===== config.mk =====
export PLATFORM = sky130hd
export DESIGN_NAME = serial_adder_ctrl
export DESIGN_NICKNAME = d
export VERILOG_FILES = /design/src/rtl/serial_adder_pkg.sv /design/src/rtl/full_adder_nand.sv /design/src/rtl/serial_adder_ctrl.sv
export SDC_FILE = /design/constraint.sdc
export NUM_CORES = 1
export LEC_CHECK = 0
export CAP_MARGIN = 5
export CORE_ASPECT_RATIO = 0.8
export CORE_MARGIN = 4
export CORE_UTILIZATION = 27
export CTS_BUF_LIST = sky130_fd_sc_hd__clkbuf_4
export CTS_CLUSTER_SIZE = 14
export DETAILED_ROUTE_END_ITERATION = 7
export HOLD_SLACK_MARGIN = 0.03
export SYNTH_ARGS = -nofsm -noshare
export SYNTH_HDL_FRONTEND = slang
export SYNTH_SLANG_ARGS = --single-unit

===== constraint.sdc =====
create_clock -name clock -period 1.6 [get_ports clock]
set_clock_uncertainty 0.15 [all_clocks]
set_input_delay 0.32 -clock clock [delete_from_list [all_inputs] [get_ports clock]]
set_output_delay 0.32 -clock clock [all_outputs]
set_load 0.05 [all_outputs]

===== src/rtl/serial_adder_pkg.sv =====
// serial_adder_pkg: shared FSM state encoding and counter sizing for the bit-serial adder.
package serial_adder_pkg;
    typedef enum logic [1:0] {
        ST_IDLE    = 2'd0,
        ST_RUN     = 2'd1,
        ST_DONE    = 2'd2,
        ST_ILLEGAL = 2'd3
    } state_t;

    // One extra bit so WIDTH-1 is representable without wrap for every legal WIDTH.
    function automatic int cnt_width(input int width);
        return $clog2(width) + 1;
    endfunction
endpackage


===== src/rtl/full_adder_nand.sv =====
// full_adder_nand: 1-bit full adder built only from 2-input NAND gates.
module full_adder_nand (
    input  logic i_a,
    input  logic i_b,
    input  logic i_cin,
    output logic o_sum,
    output logic o_cout
);
    logic w_n1, w_n2, w_n3, w_x, w_n4, w_n5, w_n6;
    assign w_n1   = ~(i_a & i_b);
    assign w_n2   = ~(i_a & w_n1);
    assign w_n3   = ~(i_b & w_n1);
    assign w_x    = ~(w_n2 & w_n3);
    assign w_n4   = ~(w_x & i_cin);
    assign w_n5   = ~(w_x & w_n4);
    assign w_n6   = ~(i_cin & w_n4);
    assign o_sum  = ~(w_n5 & w_n6);
    assign o_cout = ~(w_n4 & w_n1);
endmodule


===== src/rtl/serial_adder_ctrl.sv =====
// serial_adder_ctrl: sequences one NAND full adder over WIDTH cycles, LSB first,
// producing sum, carry-out and signed overflow behind a start/ready/done handshake.
module serial_adder_ctrl
    import serial_adder_pkg::*;
#(
    parameter int WIDTH = 32
) (
    input  logic             clock,
    input  logic             reset,
    input  logic             start,
    input  logic [WIDTH-1:0] operand_a,
    input  logic [WIDTH-1:0] operand_b,
    input  logic             cin,
    output logic             ready,
    output logic             done,
    output logic [WIDTH-1:0] sum,
    output logic             cout,
    output logic             overflow
);
    localparam int CW = cnt_width(WIDTH);

    state_t           r_state;
    logic [WIDTH-1:0] r_a;
    logic [WIDTH-1:0] r_b;
    logic             r_carry;
    logic [CW-1:0]    r_cnt;
    logic             w_s;
    logic             w_co;

    full_adder_nand u_fa (
        .i_a    (r_a[0]),
        .i_b    (r_b[0]),
        .i_cin  (r_carry),
        .o_sum  (w_s),
        .o_cout (w_co)
    );

    always_ff @(posedge clock) begin
        if (reset) begin
            r_state  <= ST_IDLE;
            ready    <= 1'b1;
            done     <= 1'b0;
            sum      <= '0;
            cout     <= 1'b0;
            overflow <= 1'b0;
            r_a      <= '0;
            r_b      <= '0;
            r_carry  <= 1'b0;
            r_cnt    <= '0;
        end else begin
            case (r_state)
                ST_RUN: begin
                    sum     <= {w_s, sum[WIDTH-1:1]};
                    r_a     <= r_a >> 1;
                    r_b     <= r_b >> 1;
                    r_carry <= w_co;
                    r_cnt   <= r_cnt + 1'b1;
                    // r_carry here is the carry into the MSB, w_co the carry out of it.
                    if (r_cnt == CW'(WIDTH - 1)) begin
                        r_state  <= ST_DONE;
                        done     <= 1'b1;
                        cout     <= w_co;
                        overflow <= r_carry ^ w_co;
                    end
                end
                ST_DONE: begin
                    r_state <= ST_IDLE;
                    done    <= 1'b0;
                    ready   <= 1'b1;
                end
                default: begin
                    r_state <= ST_IDLE;
                    ready   <= 1'b1;
                    done    <= 1'b0;
                    if (start) begin
                        r_a     <= operand_a;
                        r_b     <= operand_b;
                        r_carry <= cin;
                        r_cnt   <= '0;
                        r_state <= ST_RUN;
                        ready   <= 1'b0;
                    end
                end
            endcase
        end
    end
endmodule


Word level (Yosys, flattened, before mapping) --
Index checks and enable logic that the tools add are counted.
Operators by class: add/sub/neg operators 1, muxes and demuxes 13, equal/unequal tests 4, bitwise operators 21, reductions and logical operators 4
Operators by type and width (count):
- one-hot mux 32 bit (2 select lines) | 2
- 2-to-1 mux 32 bit | 2
- one-hot mux 6 bit (2 select lines) | 1
- NOT 1 bit | 11
- bitwise AND 1 bit | 9
- adder 6 x 1 -> 6 bit, second input constant | 1
- equality test 6 x 5 -> 1 bit, second input constant | 1
- 2-to-1 mux 6 bit | 1
- one-hot mux 1 bit (2 select lines) | 2
- one-hot mux 2 bit (2 select lines) | 1
- AND reduction 2 bit | 2
- 2-to-1 mux 1 bit | 3
- equality test 2 x 1 -> 1 bit, second input constant | 1
- equality test 2 bit, second input constant | 1
- 2-to-1 mux 2 bit | 1
- != test 2 bit, second input constant | 1
- nonzero test 2 bit | 1
- OR reduction 2 bit | 1
- XOR 1 bit | 1
Storage, ports and cells: bits in registers 109, logic and storage cells 53

Longest topological paths before layout --
Gate-level depths: netlist (run 1).
depth in word-level cells 12, gate-level depth with buffers 8, gate-level depth less buffers 5

By module --
A second synthesis (run 1) with hierarchy kept.
Unflattened totals: cell total of the unflattened synthesis 462, area total of the unflattened synthesis 4828.4 µm²
By module, submodules not included:
- serial_adder_ctrl | cells each 461, instances 1, area each 4808.4 µm²
- full_adder_nand | cells each 1, instances 1, area each 20.0 µm²

Worst setup path before layout (run 1) --
OpenSTA, ideal clock, no wires.
path kind reg-to-reg, from register r_state[0], to register r_cnt[5], period minus slack after synthesis 1692 ps, data arrival time 1476 ps, library setup time 66 ps, slack -92 ps, stages on the path, launching flop included 6, cell sequence dfxtp_1 inv_1 ha_1 o21bai_4 or4_4 a21oi_2
Between the ends: longest elaborated chain between the ends 3, elaborated cells between the ends (all ways) 6, those cells by class eq/ne: 2; mux: 1; bitwise: 1; reduce/logical: 2
Ends and longest elaborated chain:
- start: declaration | RTL line serial_adder_ctrl.sv:22 | state_t r_state;
- start signal: assignment | RTL line serial_adder_ctrl.sv:40 | r_state <= ST_IDLE;
- start signal: assignment | RTL line serial_adder_ctrl.sv:60 | r_state <= ST_DONE;
- start signal: assignment | RTL line serial_adder_ctrl.sv:67 | r_state <= ST_IDLE;
- equality test 2 x 1 -> 1 bit / equality test 2 bit (equally long branches) | RTL line serial_adder_ctrl.sv:51 | case (r_state)
- nonzero test 2 bit (no line) / NOT 1 bit (equally long branches)
- AND reduction 2 bit (no line)
- end signal: assignment | RTL line serial_adder_ctrl.sv:57 | r_cnt <= r_cnt + 1'b1;
- end: declaration | RTL line serial_adder_ctrl.sv:26 | logic [CW-1:0] r_cnt;
Parallel ways exist; a longest one is shown, timed or not. A chain may end at the register's enable or synchronous reset.

Worst setup path after layout (run 1) --
from register r_state[0], to register r_a[8]
Between the ends: longest elaborated chain between the ends 3, elaborated cells between the ends (all ways) 6, those cells by class eq/ne: 2; mux: 1; bitwise: 1; reduce/logical: 2
Ends and longest elaborated chain:
- equality test 2 x 1 -> 1 bit / equality test 2 bit (equally long branches) | RTL line serial_adder_ctrl.sv:51
- nonzero test 2 bit (no line) / NOT 1 bit (equally long branches)
- AND reduction 2 bit (no line)
- end signal: assignment | RTL line serial_adder_ctrl.sv:54 | r_a <= r_a >> 1;
- end signal: assignment | RTL line serial_adder_ctrl.sv:76 | r_a <= operand_a;
- end: declaration | RTL line serial_adder_ctrl.sv:23 | logic [WIDTH-1:0] r_a;
Parallel ways exist; a longest one is shown, timed or not.

==> impl_metrics.ini, run 1 <==
[final_layout]
nets = 671
final_area_mm2 = 0.00771
area_delta_synth_final_pct = 56.2
drive_above_1_share = 0.419
fillers = 1630

[die]
dieWidth_um = 159
initial_core_util = 0.280
rows = 43
die-height_um = 129
core_area_mm2 = 0.0176
io_pins = 104
dieArea_mm2 = 0.0205

[clocking]
numCtsBuffers = 9
root_buffer = clkbuf_4
clock_latency_ns = 0.47
cts_tree = done
h-tree-depth = 3
cts_num_sinks = 109
clk_path_buf_depth = 2
path_clk_slew_ns = 0.16

[power]
combPwrFrac = 0.241
seqPwrFrac = 0.503
pwr-share-clk = 0.256
p_int_mw = 4.31
p_leak_nw = 2.82
vdd_ir_drop_max_v = 0.000516
p_switching_mw = 1.62
power.density_mw_per_mm2 = 770
switching_share = 0.273

[critical_path]
endpoint_kind = flop
arrival_ns = 1.93
cp_slowest_cell = dfxtp_4
start_kind = flop
cpPeakStageDelay_ns = 0.39
cp_cell_sequence = inv_2 > ha_4 > o21ba_4 > buf_12 > clkbuf_16 > nor2_1 > a211oi_2
path_max_fanout = 8
crit_type = flop to flop
required_ns = 1.85

[hold_path]
hold_path_class = input pin to flop

[synthesis]
synth_top_family_by_area = multiplexers
synth_xor_area_frac = 0.00177
synth-seq-cells = 109
yosys_most_used_dff = dfxtp_1
syn_inst = 462
synth-adder-area-share = 0.0117
ys_top_cells_by_area = dfxtp_1 (44%), mux2i_1 (20%), a211oi_2 (15%), nor2_1 (7.5%), buf_2 (1.8%)
yosys.area_share.simple = 0.106
synth_common_cells = dfxtp_1 (109), mux2i_1 (98), nor2_1 (98)
yosysUniqueCellTypes = 38
synth_seq_area_share = 0.442
synth.most_common_cell = dfxtp_1
syn_area_per_cell_um2 = 10.7
synth_compound_area_frac = 0.188
post_synth_mux_area_share = 0.199
synth_area_mm2 = 0.00494
synth_warnings = 0
synth-edff-count = 0
synth_top_area_frac = 0.442
syn-num-nets = 534
async_reset_ff_frac = 0
yosys.area.top_type = dfxtp_1

[grt]
grt_pass1_wl_um = 20100
grt_usage = 0.122
grt_pass1_vias = 3823
antenna_found_initial = 2
grt_max_degree = 29
overflow = 0

[sta]
hold_viol = 0
post-route-min-period_ns = 1.68
drv_slew = 0
setup_viol = 32
fin_crit_sh = 1.05
tns_ns = -0.837
worst_slack_ns = -0.0794
relSlewSlack = 0.720
fmax_ghz = 0.595
rsz0062_at_grt = yes
tightest_slew_ns = 0.420

[place]
post-place-ws_ns = -0.337
post_dp_cell_area_mm2 = 0.00674
port_buffers = 103
place.gp.congestion = 0.729
dp_hpwl_um = 7940

[route]
drt_iter0_markers = 228
vias_per_cell = 4.65
drtPass1Iterations = 4
wl_per_cell_um = 16.0
num_vias = 3853
drcViolationCount = 0
drtAntennaViolNets = 0
wl_um = 13300

[outcome]
violations = negative setup slack
status = complete, but fails checks

[run]
maxCapViolations = 0
## layout make-up
class | instances | area (um^2) | area share
diodes | 2 | 5.00 | 0.000649
clock buffers | 10 | 75.1 | 0.00974
clock inverters | 3 | 63.8 | 0.00828
inverters | 6 | 28.8 | 0.00373
multi-input cells | 309 | 2670 | 0.346
flip-flops and latches | 109 | 2240 | 0.290
well taps | 225 | 282 | 0.0365
repair buffers | 164 | 2350 | 0.305
## worst paths after layout
| check | end | slack (ns) | cells after the start | startpoint |
|---|---|---|---|---|
| worst max register to register | r_a[8] | -0.08 | 7 | r_state[0] |
| worst max-delay path | r_a[8] | -0.08 | 7 | r_state[0] |
| worst min register to register | r_a[31] | 0.35 | 2 | r_a[31] |
| worst min-delay path | r_a[27] | 0.13 | 2 | reset |
## sequential cells by signal, indices dropped and copies added (netlist names)
register / flops
r_carry: 1
r_b: 32
overflow: 1
cout: 1
done: 1
sum: 32
r_state: 2
r_a: 32
ready: 1
r_cnt: 6
## metrics by stage
step | std cells | hold WS [ns] | utilization | power (mW)
2_1_floorplan | 462 | 0.295 | - | 3.75
3_3_place_gp | 780 | 0.335 | 0.382 | 4.09
3_5_place_dp | 780 | 0.343 | 0.382 | 4.12
4_1_cts | 807 | 0.0821 | 0.412 | 5.86
5_1_grt | 828 | 0.0946 | 0.437 | 6.22
6_report | 828 | 0.132 | 0.437 | 5.94
## logic make-up (layout without fill, tap and decap cells)
group | Yosys count | count (layout)
and+or+nand+nor | 121 | 121
DFF | 109 | 109
muxes | 98 | 98
AOI/OAI and AO/OA | 85 | 85
buffers and inverters | 44 | 183
adders and majority gates | 4 | 4
xor gates and xnor gates | 1 | 1
other | 0 | 2
## per-layer routing
metal	up-vias	track usage	share of wire	wire, um
li1	1910	-	-	-
met1	1861	0.154	0.48	6390
met2	68	0.204	0.47	6280
met3	14	0.0365	0.032	426
met4	0	0.0352	0.014	182
met5	-	0	0	0
## worst max-delay path: cells and delay by family (launching register included)
kind,cells,cell delay (ns)
adders and majority gates,1,0.16
DFF,1,0.39
and+or+nand+nor,1,0.05
AOI/OAI and AO/OA,2,0.48
buffers and inverters,3,0.37
## what timing repair did
action                     4_1_cts  5_1_grt
gates cloned                     6       11
setup buffers                    8       12
resized for setup               39       68
hold buffers                     0        0
pin swaps                        7       28
setup endpoints to repair      109      109
## power by group through the flow
stage | clock (mW) | combinational, mW | sequential (mW)
finish | 1.52 | 1.43 | 2.99
global route | 1.68 | 1.53 | 3.01
CTS | 1.60 | 1.28 | 2.98
detailed placement | 0 | 1.09 | 3.03
global placement | 0 | 1.06 | 3.03
floorplan | 0 | 0.725 | 3.02
## placed cells by master (no fill, tap or decap), types with 2 or more instances in the layout
master,synthesis,layout
buf_6,7,12
nor2_4,0,6
a21oi_1,7,4
diode_2,0,2
inv_1,6,3
nor2_1,98,83
o21a_1,2,2
dfxtp_1,109,70
nor2_2,0,9
nand2_1,3,3
bufinv_16,0,2
clkbuf_4,1,10
mux2i_1,98,94
or3_4,0,3
buf_16,0,7
mux2i_2,0,4
and2b_1,2,2
clkbuf_16,0,9
dfxtp_2,0,37
ha_4,0,2
buf_12,0,49
o21bai_4,1,2
a211oi_2,60,63
a21oi_2,1,4
o21ai_0,5,5
dfxtp_4,0,2
nand2b_1,4,4
buf_4,1,21
and3b_2,2,2
clkdlybuf4s50_1,0,66
nand3_1,2,2
Power figures use the tool's default switching activity.
==> run 2, diff against run 1 <==
--- a/config.mk
+++ b/config.mk
@@ -8,11 +8,14 @@
 export CAP_MARGIN = 5
 export CORE_ASPECT_RATIO = 0.8
 export CORE_MARGIN = 4
-export CORE_UTILIZATION = 27
+export CORE_UTILIZATION = 47
 export CTS_BUF_LIST = sky130_fd_sc_hd__clkbuf_4
+export CTS_CLUSTER_DIAMETER = 60
 export CTS_CLUSTER_SIZE = 14
 export DETAILED_ROUTE_END_ITERATION = 7
 export HOLD_SLACK_MARGIN = 0.03
+export PLACE_DENSITY = 0.78
 export SYNTH_ARGS = -nofsm -noshare
 export SYNTH_HDL_FRONTEND = slang
+export SYNTH_HIERARCHICAL = 1
 export SYNTH_SLANG_ARGS = --single-unit
==> run 2 against run 1 <==
Net effect: sequential power barely moved; sequential share of layout area increased by 0.65 points; global-route usage rose by 8.0 points; setup slack better by 0.036 ns; combinational power barely moved; utilization is 31 points higher; final cell count decreased by 13%; via count increased by 1.5%; the run still ends with negative setup slack left; final area is 4.0% lower.
==> impl_metrics.ini, run 2 <==
[outcome]
status = complete, but fails checks
violations = negative setup slack

[synthesis]
synth_top_area_frac = 0.452
yosys_most_used_dff = dfxtp_1
synth-edff-count = 0
syn-num-nets = 534
ys_top_cells_by_area = dfxtp_1 (45%), mux2i_1 (20%), a211oi_2 (10%), nor2_1 (7.5%), a211oi_1 (3.7%)
synth-seq-cells = 109
synth_common_cells = dfxtp_1 (109), mux2i_1 (98), nor2_1 (97)
synth_area_mm2 = 0.00483
async_reset_ff_frac = 0
synth_seq_area_share = 0.452
synth_warnings = 6
yosys.area.top_type = dfxtp_1
synth.most_common_cell = dfxtp_1
yosysUniqueCellTypes = 37
syn_inst = 462
syn_area_per_cell_um2 = 10.5

[grt]
grt_max_degree = 50
antenna_found_initial = 0
overflow = 0
grt_pass1_vias = 3908
grt_usage = 0.202
grt_pass1_wl_um = 19600

[clocking]
ctsHoldBuffers = 0
cts_num_sinks = 109
path_clk_slew_ns = 0.16
h-tree-depth = 3
root_buffer = clkbuf_4
cts_tree = done
clk_path_buf_depth = 2
clock_latency_ns = 0.46
numCtsBuffers = 9

[route]
drtPass1Iterations = 4
drtAntennaViolNets = 0
vias_per_cell = 5.41
wl_um = 13400
wl_per_cell_um = 18.6
num_vias = 3909
drcViolationCount = 0
drt_iter0_markers = 222

[power]
power.density_mw_per_mm2 = 799
vdd_ir_drop_max_v = 0.000555
p_leak_nw = 2.73

[final_layout]
num_antenna_cells = 0
final_cells = 722
final_util = 0.752
final_common_cell = dfxtp_1
nets = 653
drive_above_1_share = 0.345
layout_common_cells = dfxtp_1 (99), nor2_1 (97), mux2i_1 (73), clkdlybuf4s50_1 (66), a211oi_2 (56)
area_delta_synth_final_pct = 53.3
reg_top3 = r_a (32), r_b (32), sum (32)

[sta]
drv_slew = 0
worst_slack_ns = -0.0431
whs_ns = 0.128
relSlewSlack = 0.746
rsz0062_at_grt = yes
post-route-min-period_ns = 1.64
setup_viol = 29
tns_ns = -0.437
fin_crit_sh = 1.03
fmax_ghz = 0.609
tightest_slew_ns = 0.381
hold_viol = 0

[hold_path]
hold_path_class = input pin to flop
hold_start = reset

[critical_path]
r2r-start = r_state[0]
endpoint_kind = flop
arrival_ns = 1.90
start_kind = flop
r2r_slack_ns = -0.04
required_ns = 1.86
path_max_fanout = 5
startpoint = r_state[0]
crit_type = flop to flop

[run]
maxCapViolations = 0

[die]
dieArea_mm2 = 0.0120
io_pins = 104
initial_core_util = 0.490
core_area_mm2 = 0.00985
dieWidth_um = 121
die-height_um = 98.7
rows = 32

[place]
dp_hpwl_um = 7510
dp_cells = 681
port_buffers = 103
place.gp.congestion = 0.769
post-place-ws_ns = -0.337
[run 2: cell type report]
cell class,instances,area [um^2]
Clock buffer,10,75.1
Fill cell,671,2450
Sequential cell,109,2190
Multi-Input combinational cell,311,2710
Inverter,4,15.0
Timing Repair Buffer,146,2160
Clock inverter,6,77.6
Tap cell,136,170
[run 2: power by group]
group          switching, mW  total, mW  internal [mW]  leakage [nW]
sequential             0.115       3.00           2.88         0.901
combinational          0.628       1.41          0.784          1.74
clock                  0.871       1.51          0.638        0.0852
[run 2: logic make-up after synthesis]
family | count (synthesis) | synth area share
buffers and inverters | 43 | 0.0513
muxes | 98 | 0.203
DFF | 109 | 0.452
xor gates and xnor gates | 1 | 0.00181
and+or+nand+nor | 122 | 0.108
adders and majority gates | 4 | 0.0119
AOI/OAI and AO/OA | 85 | 0.172
[run 2: metrics by stage]
stage | power, mW | area [um^2]
2_1_floorplan | 3.70 | 4850
3_3_place_gp | 4.00 | 6430
3_5_place_dp | 4.05 | 6430
4_1_cts | 5.74 | 7010
5_1_grt | 6.16 | 7400
6_report | 5.92 | 7400
[run 2: critical path, stage by stage (launching register included)]
cell and delay (ns):
dfxtp_2 0.36, buf_6 0.10, ha_4 0.20, buf_6 0.12, o21bai_4 0.06, buf_6 0.14, or3_1 0.32, a21oi_2 0.15
[run 2: worst paths after layout]
| path | to | cells past startpoint |
|---|---|---|
| setup / recovery | r_cnt[4] | 7 |
| setup reg to reg | r_cnt[4] | 7 |
| hold / removal | r_b[10] | 2 |
| hold reg to reg | r_cnt[5] | 2 |
[run 2: per-layer routing]
layer | track usage | up-vias | part of all wire
met5 | 0 | - | 0
met3 | 0.0482 | 18 | 0.036
met2 | 0.347 | 91 | 0.52
met1 | 0.260 | 1915 | 0.43
met4 | 0.0439 | 0 | 0.012
li1 | - | 1885 | -
[run 2: timing repair]
item,in CTS,in global routing
resized for setup,32,57
pin swaps,20,23
hold endpoints to repair,0,0
cloned,8,9
setup buffers,7,4
endpoints found under the setup margin,70,114
